### src/rtl/bus_pkg.sv
// Shared definitions for the serial system bus: arbiter states, default bus
// sizes reused by the master ports, and the slave-enable decode.
package bus_pkg;

  typedef enum logic [2:0] {
    IDLE,
    GAP,
    SEL,
    ROUTE,
    RELEASE
  } state_t;

  localparam int BUS_NUM_MASTERS = 2;
  localparam int BUS_SLAVE_LEN   = 2;

  // One bit of the one-hot slave decode: true when slave_idx is the addressed slave.
  function automatic logic slave_hit(input int unsigned slave_id, input int unsigned slave_idx);
    return slave_id == slave_idx;
  endfunction

endpackage

### src/rtl/bus_arbiter_rr_picker.sv
// Combinational round-robin selection: first requesting index strictly after
// last, wrapping modulo N.
module rr_picker #(
  parameter int N  = 2,
  parameter int IW = $clog2(N)
) (
  input  logic [N-1:0]  req,
  input  logic [IW-1:0] last,
  output logic [IW-1:0] winner,
  output logic          any_valid
);

  logic [IW-1:0] idx;

  // Scan from the farthest candidate down so the nearest one after last wins.
  always_comb begin
    winner    = '0;
    any_valid = 1'b0;
    idx       = '0;
    for (int i = N; i >= 1; i--) begin
      idx = IW'((int'(last) + i) % N);
      if (req[idx]) begin
        winner    = idx;
        any_valid = 1'b1;
      end
    end
  end

endmodule

### src/rtl/bus_arbiter.sv
// Serial system bus arbiter: round-robin grant, serial slave-select capture,
// one-hot slave enable, and ownership release on done, request drop or watchdog.
module bus_arbiter
  import bus_pkg::*;
#(
  parameter int NUM_MASTERS = BUS_NUM_MASTERS,
  parameter int SLAVE_LEN   = BUS_SLAVE_LEN,
  parameter int TIMEOUT     = 4096
) (
  input  logic                           clk,
  input  logic                           reset,
  input  logic [NUM_MASTERS-1:0]         req,
  input  logic [NUM_MASTERS-1:0]         ssel,
  input  logic [NUM_MASTERS-1:0]         done,
  output logic [NUM_MASTERS-1:0]         grant,
  output logic                           busy,
  output logic [$clog2(NUM_MASTERS)-1:0] owner,
  output logic                           owner_valid,
  output logic [SLAVE_LEN-1:0]           slave_id,
  output logic [2**SLAVE_LEN-1:0]        slave_en,
  output logic                           timeout
);

  localparam int OW   = $clog2(NUM_MASTERS);
  localparam int NSLV = 2**SLAVE_LEN;
  localparam int CW   = (SLAVE_LEN > 1) ? $clog2(SLAVE_LEN) : 1;
  localparam int WW   = (TIMEOUT > 2) ? $clog2(TIMEOUT) : 1;

  state_t                   state_q, state_d;
  logic [OW-1:0]            owner_q, owner_d;
  logic [OW-1:0]            last_q, last_d;
  logic [CW-1:0]            cnt_q, cnt_d;
  logic [WW-1:0]            wd_q, wd_d;
  logic [SLAVE_LEN-1:0]     slave_id_q, slave_id_d;
  logic [NUM_MASTERS-1:0]   grant_q, grant_d;
  logic                     busy_q, busy_d;
  logic                     owner_valid_q, owner_valid_d;
  logic [NSLV-1:0]          slave_en_q, slave_en_d;
  logic                     timeout_q, timeout_d;

  logic [OW-1:0]            winner;
  logic                     any_valid;
  logic                     owner_req;
  logic                     owner_done;
  logic                     owner_ssel;

  rr_picker #(
    .N  (NUM_MASTERS),
    .IW (OW)
  ) u_rr_picker (
    .req       (req),
    .last      (last_q),
    .winner    (winner),
    .any_valid (any_valid)
  );

  assign owner_req  = req[owner_q];
  assign owner_done = done[owner_q];
  assign owner_ssel = ssel[owner_q];

  always_comb begin
    state_d    = state_q;
    owner_d    = owner_q;
    last_d     = last_q;
    cnt_d      = cnt_q;
    wd_d       = wd_q;
    slave_id_d = slave_id_q;
    grant_d    = grant_q;
    busy_d     = busy_q;
    timeout_d  = 1'b0;
    unique case (state_q)
      IDLE: begin
        busy_d  = 1'b0;
        grant_d = '0;
        if (any_valid) begin
          owner_d = winner;
          grant_d = NUM_MASTERS'(1) << winner;
          busy_d  = 1'b1;
          state_d = GAP;
        end
      end
      GAP: begin
        if (!owner_req) begin
          state_d = RELEASE;
        end else begin
          state_d = SEL;
          cnt_d   = '0;
        end
      end
      SEL: begin
        wd_d = '0;
        if (!owner_req) begin
          state_d = RELEASE;
        end else begin
          slave_id_d[cnt_q] = owner_ssel;
          cnt_d             = cnt_q + 1'b1;
          if (cnt_q == CW'(SLAVE_LEN - 1)) state_d = ROUTE;
        end
      end
      ROUTE: begin
        wd_d = wd_q + 1'b1;
        // done outranks the watchdog, so a same-cycle expiry raises no pulse.
        if (owner_done || !owner_req) begin
          state_d = RELEASE;
        end else if (wd_q == WW'(TIMEOUT - 1)) begin
          timeout_d = 1'b1;
          state_d   = RELEASE;
        end
      end
      RELEASE: begin
        last_d  = owner_q;
        busy_d  = 1'b0;
        wd_d    = '0;
        cnt_d   = '0;
        state_d = IDLE;
      end
      default: state_d = IDLE;
    endcase
    if (state_d == RELEASE) grant_d = '0;
    // Enables follow the registered ROUTE state and drop on the releasing edge.
    owner_valid_d = (state_q == ROUTE) && (state_d == ROUTE);
  end

  for (genvar gi = 0; gi < NSLV; gi++) begin : g_slave_en
    assign slave_en_d[gi] = owner_valid_d & slave_hit(32'(slave_id_q), 32'(gi));
  end

  always_ff @(posedge clk or posedge reset) begin
    if (reset) begin
      state_q       <= IDLE;
      owner_q       <= '0;
      last_q        <= OW'(NUM_MASTERS - 1);
      cnt_q         <= '0;
      wd_q          <= '0;
      slave_id_q    <= '0;
      grant_q       <= '0;
      busy_q        <= 1'b0;
      owner_valid_q <= 1'b0;
      slave_en_q    <= '0;
      timeout_q     <= 1'b0;
    end else begin
      state_q       <= state_d;
      owner_q       <= owner_d;
      last_q        <= last_d;
      cnt_q         <= cnt_d;
      wd_q          <= wd_d;
      slave_id_q    <= slave_id_d;
      grant_q       <= grant_d;
      busy_q        <= busy_d;
      owner_valid_q <= owner_valid_d;
      slave_en_q    <= slave_en_d;
      timeout_q     <= timeout_d;
    end
  end

  assign grant       = grant_q;
  assign busy        = busy_q;
  assign owner       = owner_q;
  assign owner_valid = owner_valid_q;
  assign slave_id    = slave_id_q;
  assign slave_en    = slave_en_q;
  assign timeout     = timeout_q;

endmodule

### config.mk
export PLATFORM = sky130hd
export DESIGN_NAME = bus_arbiter
export DESIGN_NICKNAME = d
export VERILOG_FILES = /design/src/rtl/bus_pkg.sv /design/src/rtl/bus_arbiter_rr_picker.sv /design/src/rtl/bus_arbiter.sv
export SDC_FILE = /design/constraint.sdc
export NUM_CORES = 1
export LEC_CHECK = 0
export CORE_UTILIZATION = 55
export DETAILED_ROUTE_END_ITERATION = 10
export DONT_BUFFER_PORTS = 1
export PLACE_DENSITY = 0.78
export SLEW_MARGIN = 40
export SYNTH_ARGS = -nofsm -noshare
export SYNTH_HDL_FRONTEND = slang
export SYNTH_HIERARCHICAL = 1
export SYNTH_SLANG_ARGS = --single-unit
### constraint.sdc
create_clock -name clk -period 1.5 [get_ports clk]
set_clock_uncertainty 0.05 [all_clocks]
set_input_delay 0.3 -clock clk [delete_from_list [all_inputs] [get_ports clk]]
set_output_delay 0.3 -clock clk [all_outputs]
set_load 0.005 [all_outputs]
==> reports/qor.txt, run 1 <==
=========================================================================================
Startpoint type of the worst setup path                                          register
Pre-CTS worst setup slack                                                      -0.0568 ns
CP endpoint kind                                                                 register
Synthesis Warnings                                                                      6
Aggregate global routing overflow                                                       0
Number of synthesized flops with an enable pin                                          0
Deepest level of the CTS H-tree                                                         2
Vias                                                                                 1141
WP buf/inv                                                                              0
Failing checks                                                               setup timing
Full die area                                                                0.00272 sq mm
Net count of the mapped netlist                                                       142
Min-Delay Startpoint                                                              ssel[0]
Number of remaining DRC errors                                                          0
Slowest cell delay on critical path                                               0.61 ns
Count of filler cells inserted in the layout                                          145
Floorplan die width                                                               52.1 um
Antenna violations before repair                                                        0
Arrival time worst endpoint                                                       1.70 ns
Global-route usage over all layers                                                  26.5%
Layout Nets                                                                           178
Post-synth cell types                                                                  38
Source of the worst register-to-register timing path                              wd_q[7]
Area of placed instances                                                     0.00159 sq mm
R2r endpoint                                                                     grant[1]
Root Buffer                                                                      clkbuf_4
Register-to-Register Path Depth                                                         4
Sink of the worst hold path                                                   slave_id[0]
Post-Synthesis Mean Instance Area                                              10.4 sq um
Worst VDD drop                                                                  0.00120 V
Diodes inserted                                                                         0
Setup repair after global routing missed its margin                                  true
Number of buffers inserted during clock tree synthesis                                  5
Via-per-instance ratio                                                               5.76
Slew headroom                                                                       76.3%
Antenna Nets Post-Route                                                                 0
Proportion of register bits with asynchronous set or reset after synthesis           100%
Crit path max fanout                                                                    3
Crit path max-delay cell type                                                       or4_4
Final Setup Violations                                                                 15
Reported leakage power                                                           0.850 nW
Number of iterations in the first detailed-routing pass                                 6
Via count of the first global-routing pass                                           1096
Area of the mapped netlist                                                   0.00138 sq mm
Sequential element share of the synthesized area                                    52.6%
Num rows                                                                               17
Worst min-delay path class                                                   input pin to register
Clock latency on the worst-skew pair                                              0.33 ns
Most common cell after layout, fill and taps aside                                  buf_4
TritonCTS clock tree                                                                 done
Final Critical Period                                                             1.54 ns
Number of stages on the worst hold path                                                 2
CP required                                                                       1.66 ns
Utilization after layout                                                            78.2%
Number of ports placed on the die boundary                                             20
Share of layout cells above drive strength 1                                        42.4%
Post-route standard cell area excluding fillers                              0.00180 sq mm
Average wire per cell in the routed design                                        15.6 um
Number of clock sinks seen by CTS                                                      29
Global-route wire length before repair                                            5000 um
Half-perimeter wire length of the detailed placement result                       1960 um
Synth-to-layout area growth                                                         30.0%
Ys flop type                                                                      dfrtp_1
Number of maximum-capacitance violations                                                0
Commonest non-fill, non-tap cells in the layout                              buf_4 (31), dfrtp_1 (27), nand2_1 (15)
Transition time at the pin with the least slew margin                            0.355 ns
Upper clock frequency limit                                                     0.651 GHz
Starting utilization of the core area                                               60.1%
Register bit count reported by yosys                                                   29
Crit share post-route                                                                102%
Initial detailed-routing violation count                                               38
Power density relative to cell area                                          1400 mW/mm^2
Max Slew Vio Count                                                                      0
Clock-pin slew on the worst setup and hold paths                                  0.10 ns
Sum of routed wire length over all layers                                         3090 um
Worst reg-to-reg setup slack                                                     -0.04 ns
Family of cells with the greatest summed delay on the critical path          simple AND/OR/NAND/NOR gates
Die Ht                                                                            52.1 um
Hold violation count in the final report                                                0
Class of the most critical setup path                                        register to register
Run status                                                                   finished with violations
Critical Path, Cell by Cell                                                  nand4_2 > or4_4 > a21oi_4 > nor3_1
Clock tree buffer depth                                                                 2
RD Place Congestion                                                                 0.814
Number of instances in the synthesized netlist                                        133
Largest net degree at the start of global routing                                      30
Setup WS post-layout                                                           -0.0366 ns
I/O Buffers                                                                             0
Placeable core area                                                          0.00230 sq mm
=========================================================================================
-- routing by layer --
metal | track usage, % | routed length (um)
met4 | 6.76 | 48
met3 | 10.2 | 213
met2 | 41.0 | 1460
met1 | 34.5 | 1360
met5 | 0 | 0
-- worst reg2reg max path, stage by stage (launching register included) --
cell and delay, ns:
dfrtp_1 0.38, nand4_2 0.13, or4_4 0.61, a21oi_4 0.19, nor3_1 0.07
-- what timing repair did --
item                                   in CTS  in global routing
buffers inserted                            6                  0
resized for setup                           2                 19
setup endpoints to repair                  11                 23
pin swaps                                   2                  5
hold buffers                                1                  0
cloned                                      0                  0
endpoints found under the hold margin      28                  0
-- power by group --
group | switching (mW) | internal [mW] | total (mW)
Clock | 0.278 | 0.176 | 0.455
Sequential | 0.183 | 0.945 | 1.13
Combinational | 0.449 | 0.481 | 0.930
Total | 0.911 | 1.60 | 2.51
-- Yosys cell counts, types with 2 or more instances --
| cell type | instances | area share (%) |
|---|---|---|
| a21oi_1 | 2 | 0.72 |
| buf_4 | 2 | 1.1 |
| dfrtp_1 | 28 | 51 |
| inv_1 | 5 | 1.4 |
| mux2_2 | 6 | 4.9 |
| nand2_1 | 15 | 4.1 |
| nand3_1 | 7 | 2.5 |
| nand4_1 | 2 | 0.91 |
| nor2_1 | 12 | 3.3 |
| nor2b_1 | 2 | 0.91 |
| nor3_1 | 8 | 2.9 |
| nor3b_1 | 2 | 1.1 |
| nor4_1 | 3 | 1.4 |
| o21ai_0 | 7 | 2.5 |
| or2_1 | 2 | 0.91 |
| or3_1 | 2 | 0.91 |
| xnor2_1 | 5 | 3.2 |
| xor2_1 | 3 | 1.9 |
-- kinds of logic (layout without fill, tap and decap cells) --
logic type | after synthesis | count (layout) | synth area share, %
XOR/XNOR | 8 | 8 | 5.07
adder cells (fa/ha/maj) | 1 | 1 | 0.906
AND/OR/NAND/NOR | 64 | 64 | 25.5
flip-flops | 29 | 29 | 52.6
multiplexers | 6 | 6 | 4.89
buffers and inverters | 9 | 46 | 3.53
AO/OA/AOI/OAI | 16 | 16 | 7.43
-- worst max-delay path by stage --
stage,depth (start not counted),to,startpoint
detailed placement,4,grant[0],wd_q[5]
finish,4,grant[1],wd_q[7]
CTS,4,grant[1],wd_q[6]
global placement,4,grant[1],wd_q[6]
global route,4,state_q[0],wd_q[5]
floorplan,4,grant[1],wd_q[5]
-- area by class of cell --
| class | instances | area [sq um] | area share, % |
|---|---|---|---|
| Tap cell | 28 | 35.0 | 1.95 |
| Clock inverter | 3 | 17.5 | 0.976 |
| Inverter | 5 | 18.8 | 1.05 |
| Multi-Input combinational cell | 95 | 704 | 39.2 |
| Clock buffer | 5 | 37.5 | 2.09 |
| Sequential cell | 29 | 728 | 40.6 |
| Timing Repair Buffer | 33 | 254 | 14.1 |
-- flip-flops by register name (all words and copies together) (netlist names) --
signal and flops:
busy 1, cnt_q 1, grant 2, last_q 1, owner 1, owner_valid 1
slave_en 4, slave_id 2, state_q 3, timeout 1, wd_q 12
-- metrics by stage --
stage / cells / setup TNS, ns / power (mW) / hold slack [ns]
finish: 198 / -0.260 / 2.51 / 0.243
global route: 198 / -1.44 / 2.67 / 0.235
CTS: 198 / -0.0669 / 2.43 / 0.226
detailed placement: 183 / -0.267 / 1.94 / 0.229
global placement: 183 / -0.00713 / 1.90 / 0.222
floorplan: 133 / -0.108 / 1.62 / 0.327
(Power assumes the default switching activity.)
==> run 2, diff against run 1 <==
Settings changed: SKIP_CTS_REPAIR_TIMING set to 1.
==> reports/qor.txt, run 2 (same netlist as run 1, synthesis figures left out) <==
==================================================================================
CP startpoint                                                              wd_q[5]
R2r endpoint                                                              grant[1]
Floorplan die width                                                        52.1 um   unchanged
Register-to-Register Path Depth                                                  4   unchanged
Met1 Wirelength                                                            1380 um   +1.6%
Transition time at the pin with the least slew margin                     0.355 ns   +0.000115 ns
Largest net degree at the start of global routing                               30   unchanged
Worst VDD drop                                                           0.00127 V   +5.7%
Antenna violations before repair                                                 0   unchanged
WP buf/inv                                                                       0   unchanged
Vias                                                                          1089   -4.6%
Starting utilization of the core area                                        60.1%   unchanged
Critical Path End                                                         grant[1]
Detailed route wirelength on metal3                                         134 um   -37%
Final Critical Period                                                      1.61 ns   +0.0704 ns
Setup repair after global routing missed its margin                           true
Count of filler cells inserted in the layout                                   152   +4.8%
Failing checks                                                        setup timing
Deepest level of the CTS H-tree                                                  2   unchanged
Worst min-delay path class                                            input pin to register
Number of maximum-capacitance violations                                         0   unchanged
Initial detailed-routing violation count                                        18   -53%
Run status                                                            finished with violations
Clock latency on the worst-skew pair                                       0.33 ns   about the same
Diodes inserted                                                                  0   unchanged
Met2 Wirelength                                                            1450 um   -1.1%
Crit path max fanout                                                             3   unchanged
Placeable core area                                                   0.00230 sq mm   unchanged
Crit share post-route                                                         107%   +4.7 points
Worst reg-to-reg setup slack                                              -0.11 ns   -0.07 ns
Synth-to-layout area growth                                                  28.8%
Share of layout cells above drive strength 1                                 42.8%   +0.42 points
Family of cells with the greatest summed delay on the critical path   simple AND/OR/NAND/NOR gates
Sum of routed wire length over all layers                                  3010 um   -2.6%
Arrival time worst endpoint                                                1.77 ns   +0.07 ns
Full die area                                                         0.00272 sq mm   unchanged
Multi-input gate area in the final layout                                718 sq um   +2.0%
Half-perimeter wire length of the detailed placement result                1960 um   unchanged
Crit path max-delay cell type                                                or4_4
Source of the worst register-to-register timing path                       wd_q[5]
Startpoint type of the worst setup path                                   register
Max Slew Vio Count                                                               0   unchanged
Number of clock sinks seen by CTS                                               29   unchanged
Number of buffers inserted during clock tree synthesis                           5   unchanged
Clock tree buffer depth                                                          2   unchanged
TritonCTS clock tree                                                          done
Aggregate global routing overflow                                                0   unchanged
Hold violation count in the final report                                         0   unchanged
Die Ht                                                                     52.1 um   unchanged
Clock-pin slew on the worst setup and hold paths                           0.10 ns   about the same
RD Place Congestion                                                          0.814   unchanged
Global-route wire length before repair                                     4530 um   -9.4%
Average wire per cell in the routed design                                 15.5 um   -0.62%
Final Setup Violations                                                          11   -4
Number of remaining DRC errors                                                   0   unchanged
Worst path depth                                                                 4   unchanged
Number of iterations in the first detailed-routing pass                          4   -2
Storage cell area                                                        728 sq um   unchanged
Highest signal layer in the routed design                                     met4
Slew headroom                                                                76.3%   about the same
Register with the most flip-flops                                             wd_q
Slowest cell delay on critical path                                        0.61 ns   about the same
Root Buffer                                                               clkbuf_4
Utilization after layout                                                     77.5%   -0.71 points
Reported leakage power                                                    0.821 nW   -3.5%
Class of the most critical setup path                                 register to register
Power density relative to cell area                                   1400 mW/mm^2   -0.12%
Commonest non-fill, non-tap cells in the layout                       dfrtp_1 (27), buf_4 (27), nand2_1 (15)
Setup WS post-layout                                                     -0.107 ns   -0.0704 ns
Number of ports placed on the die boundary                                      20   unchanged
Layout Nets                                                                    174   -2.2%
Critical Path, Cell by Cell                                           nand4_4 > or4_4 > a21oi_4 > nor3_1
Number of stages on the worst hold path                                          2   unchanged
Num rows                                                                        17   unchanged
Via-per-instance ratio                                                        5.61   -2.6%
Number of instances in the placed design                                       183   unchanged
Antenna Nets Post-Route                                                          0   unchanged
CP endpoint kind                                                          register
I/O Buffers                                                                      0   unchanged
Upper clock frequency limit                                              0.622 GHz   -4.4%
CP required                                                                1.66 ns   about the same
Final standard cell count with taps included and fillers excluded              194   -2.0%
Global-route usage over all layers                                           24.2%   -2.3 points
Max FFs per register                                                            12   unchanged
Via count of the first global-routing pass                                    1016   -7.3%
==================================================================================
[run 2: changes by cell type in the layout (fill, tap and decap cells not counted), sizes merged]
cell  delta
buf      -4
[run 2: metal layers]
metal	global-route usage (%)	vias to the layer above
met5	0	-
met2	37.0	30
met4	6.76	0
met1	31.1	525
met3	10.2	6
li1	-	528
[run 2: through the flow]
stage | hold slack, ns | setup slack, ns | TNS (ns) | instance area (sq um) | power (mW)
2_1_floorplan | 0.327 | -0.0357 | -0.108 | 1390 | 1.62
3_3_place_gp | 0.222 | -0.00713 | -0.00713 | 1590 | 1.90
3_5_place_dp | 0.229 | -0.0568 | -0.267 | 1590 | 1.94
4_1_cts | -0.127 | -0.0839 | -0.457 | 1640 | 2.39
5_1_grt | 0.234 | -0.154 | -1.77 | 1780 | 2.65
6_report | 0.240 | -0.107 | -0.773 | 1780 | 2.49
[run 2: worst min path at each step]
stage,start,to,slack (ns)
floorplan,reset,busy,0.33
global placement,reset,timeout,0.22
detailed placement,reset,owner_valid,0.23
CTS,reset,owner_valid,-0.13
global route,ssel[0],slave_id[1],0.23
finish,ssel[0],slave_id[1],0.24
[run 2: where the power goes]
| group | switching, mW | total [mW] | leakage [nW] | internal, mW |
|---|---|---|---|---|
| Clock | 0.283 | 0.459 | 0.0310 | 0.176 |
| Sequential | 0.185 | 1.13 | 0.387 | 0.945 |
| Combinational | 0.436 | 0.898 | 0.403 | 0.462 |
[run 2: layout make-up]
type                    instances  share of cell area [%]
flip-flops and latches         29                    40.9
multi-input cells              95                    40.4
repair buffers                 29                    12.6
clock buffers                   5                    2.11
well taps                      28                    1.97
inverters                       5                    1.05
clock inverters                 3                   0.985
==> run 3, diff against run 2 <==
--- a/constraint.sdc
+++ b/constraint.sdc
@@ -4,2 +4,2 @@
 set_output_delay 0.3 -clock clk [all_outputs]
-set_load 0.005 [all_outputs]
+set_load 0.05 [all_outputs]
==> reports/qor.txt, run 3 (same netlist as run 1, synthesis figures left out) <==
================================================================================
TritonCTS clock tree                                                        done
Max FFs per register                                                          12   unchanged
Starting utilization of the core area                                      60.1%   unchanged
Source of the worst register-to-register timing path                  state_q[0]
Die Ht                                                                   52.1 um   unchanged
Class of the most critical setup path                               register to register
Number of ports placed on the die boundary                                    20   unchanged
Commonest non-fill, non-tap cells in the layout                     dfrtp_1 (26), buf_4 (26), nand2_1 (14)
Pre-CTS worst setup slack                                             -0.0585 ns   -0.00170 ns
Number of buffers inserted during clock tree synthesis                         5   unchanged
Number of maximum-capacitance violations                                       0   unchanged
Via count of the first global-routing pass                                  1075   +5.8%
Smallest hold slack                                                     0.170 ns   -0.0705 ns
Sum of routed wire length over all layers                                3190 um   +6.2%
Reported leakage power                                                  0.868 nW   +5.8%
Diodes inserted                                                                0   unchanged
Half-perimeter wire length of the detailed placement result              2010 um   +2.3%
Setup WS post-layout                                                  -0.0978 ns   +0.00920 ns
Clock tree buffer depth                                                        2   unchanged
Antenna Nets Post-Route                                                        0   unchanged
Initial detailed-routing violation count                                      29   +11
Final standard cell count with taps included and fillers excluded            195   +0.52%
Hold violation count in the final report                                       0   unchanged
Crit share post-route                                                       107%   -0.61 points
Upper clock frequency limit                                            0.626 GHz   +0.58%
Failing checks                                                      setup timing
Register-to-Register Path Depth                                                4   unchanged
Deepest level of the CTS H-tree                                                2   unchanged
Arrival time worst endpoint                                              1.80 ns   +0.03 ns
Root Buffer                                                             clkbuf_4
Worst reg-to-reg setup slack                                             -0.1 ns   about the same
Global-route usage over all layers                                         23.6%   -0.53 points
Vias                                                                        1123   +3.1%
Number of iterations in the first detailed-routing pass                        4   unchanged
I/O Buffers                                                                    0   unchanged
Setup repair after global routing missed its margin                         true
Worst min-delay path class                                          input pin to register
Slew headroom                                                              58.1%   -18 points
Placeable core area                                                 0.00230 sq mm   unchanged
Clock latency on the worst-skew pair                                     0.33 ns   about the same
Crit path max fanout                                                           8   +5
Final Setup Violations                                                        12   +1
Worst VDD drop                                                         0.00144 V   +13%
CP startpoint                                                         state_q[0]
Via-per-instance ratio                                                      5.76   +2.6%
Max Slew Vio Count                                                             0   unchanged
Register with the most flip-flops                                           wd_q
Number of remaining DRC errors                                                 0   unchanged
Global-route wire length before repair                                   4550 um   +0.46%
Transition time at the pin with the least slew margin                   0.628 ns   +0.273 ns
R2r endpoint                                                            wd_q[11]
Clock-pin slew on the worst setup and hold paths                         0.09 ns   about the same
Number of instances in the placed design                                     181   -1.1%
Power density relative to cell area                                 1550 mW/mm^2   +11%
Number of clock sinks seen by CTS                                             29   unchanged
Layout Nets                                                                  175   +0.57%
Largest net degree at the start of global routing                             17   -43%
RD Place Congestion                                                        0.830   +2.0%
Full die area                                                       0.00272 sq mm   unchanged
CP required                                                              1.71 ns   +0.05 ns
Run status                                                          finished with violations
Critical Path End                                                       wd_q[11]
Synth-to-layout area growth                                                32.4%
Share of layout cells above drive strength 1                               44.3%   +1.5 points
Post-route standard cell area excluding fillers                     0.00183 sq mm   +2.8%
Floorplan die width                                                      52.1 um   unchanged
CP endpoint kind                                                        register
Area of placed instances                                            0.00160 sq mm   +1.1%
Antenna violations before repair                                               0   unchanged
Num rows                                                                      17   unchanged
Aggregate global routing overflow                                              0   unchanged
Final Critical Period                                                    1.60 ns   -0.00920 ns
Startpoint type of the worst setup path                                 register
Average wire per cell in the routed design                               16.4 um   +5.6%
================================================================================
-- run 3: critical path, cell delays in order (launching register included) --
cell and delay, ns:
dfrtp_2 0.48, nand3b_4 0.10, or3_4 0.35, or3_4 0.38, a21oi_2 0.16
-- run 3: per-layer routing --
| layer | vias to the layer above | part of all wire [%] | GRT usage (%) |
|---|---|---|---|
| met5 | - | 0 | 0 |
| met4 | 0 | 1.2 | 9.01 |
| met3 | 8 | 5.3 | 6.73 |
| met2 | 45 | 49 | 37.8 |
| met1 | 536 | 44 | 30.0 |
| li1 | 534 | - | - |
-- run 3: worst min path at each step --
stage            start          end  slack (ns)  depth (start not counted)
2_1_floorplan    reset         busy        0.33                          1
3_3_place_gp     reset  owner_valid        0.18                          1
3_5_place_dp     reset  owner_valid        0.20                          1
4_1_cts          reset  owner_valid       -0.15                          1
6_report       done[0]      timeout        0.17                          3
5_1_grt        done[0]      timeout        0.18                          3
-- run 3: area by class of cell --
type / instances / area, sq um
Inverter: 5 / 18.8
Multi-Input combinational cell: 95 / 747
Sequential cell: 29 / 729
Timing Repair Buffer: 30 / 248
Fill cell: 132 / 468
Clock inverter: 2 / 10.0
Tap cell: 28 / 35.0
Clock buffer: 6 / 41.3
-- run 3: power by group --
| part | total (mW) | internal (mW) | switching [mW] | leakage (nW) |
|---|---|---|---|---|
| Sequential | 1.30 | 0.944 | 0.359 | 0.386 |
| Combinational | 1.08 | 0.503 | 0.576 | 0.450 |
| Clock | 0.451 | 0.178 | 0.273 | 0.0320 |
-- run 3: through the flow --
| stage | power [mW] | util, % | setup TNS [ns] |
|---|---|---|---|
| after CTS | 2.66 | 72.1 | -0.490 |
| after floorplan | 1.92 | - | -0.175 |
| after global routing | 2.99 | 79.6 | -1.28 |
| after detailed placement | 2.22 | 69.8 | -0.206 |
| after global placement | 2.19 | 69.8 | 0 |
| final | 2.83 | 79.6 | -0.488 |
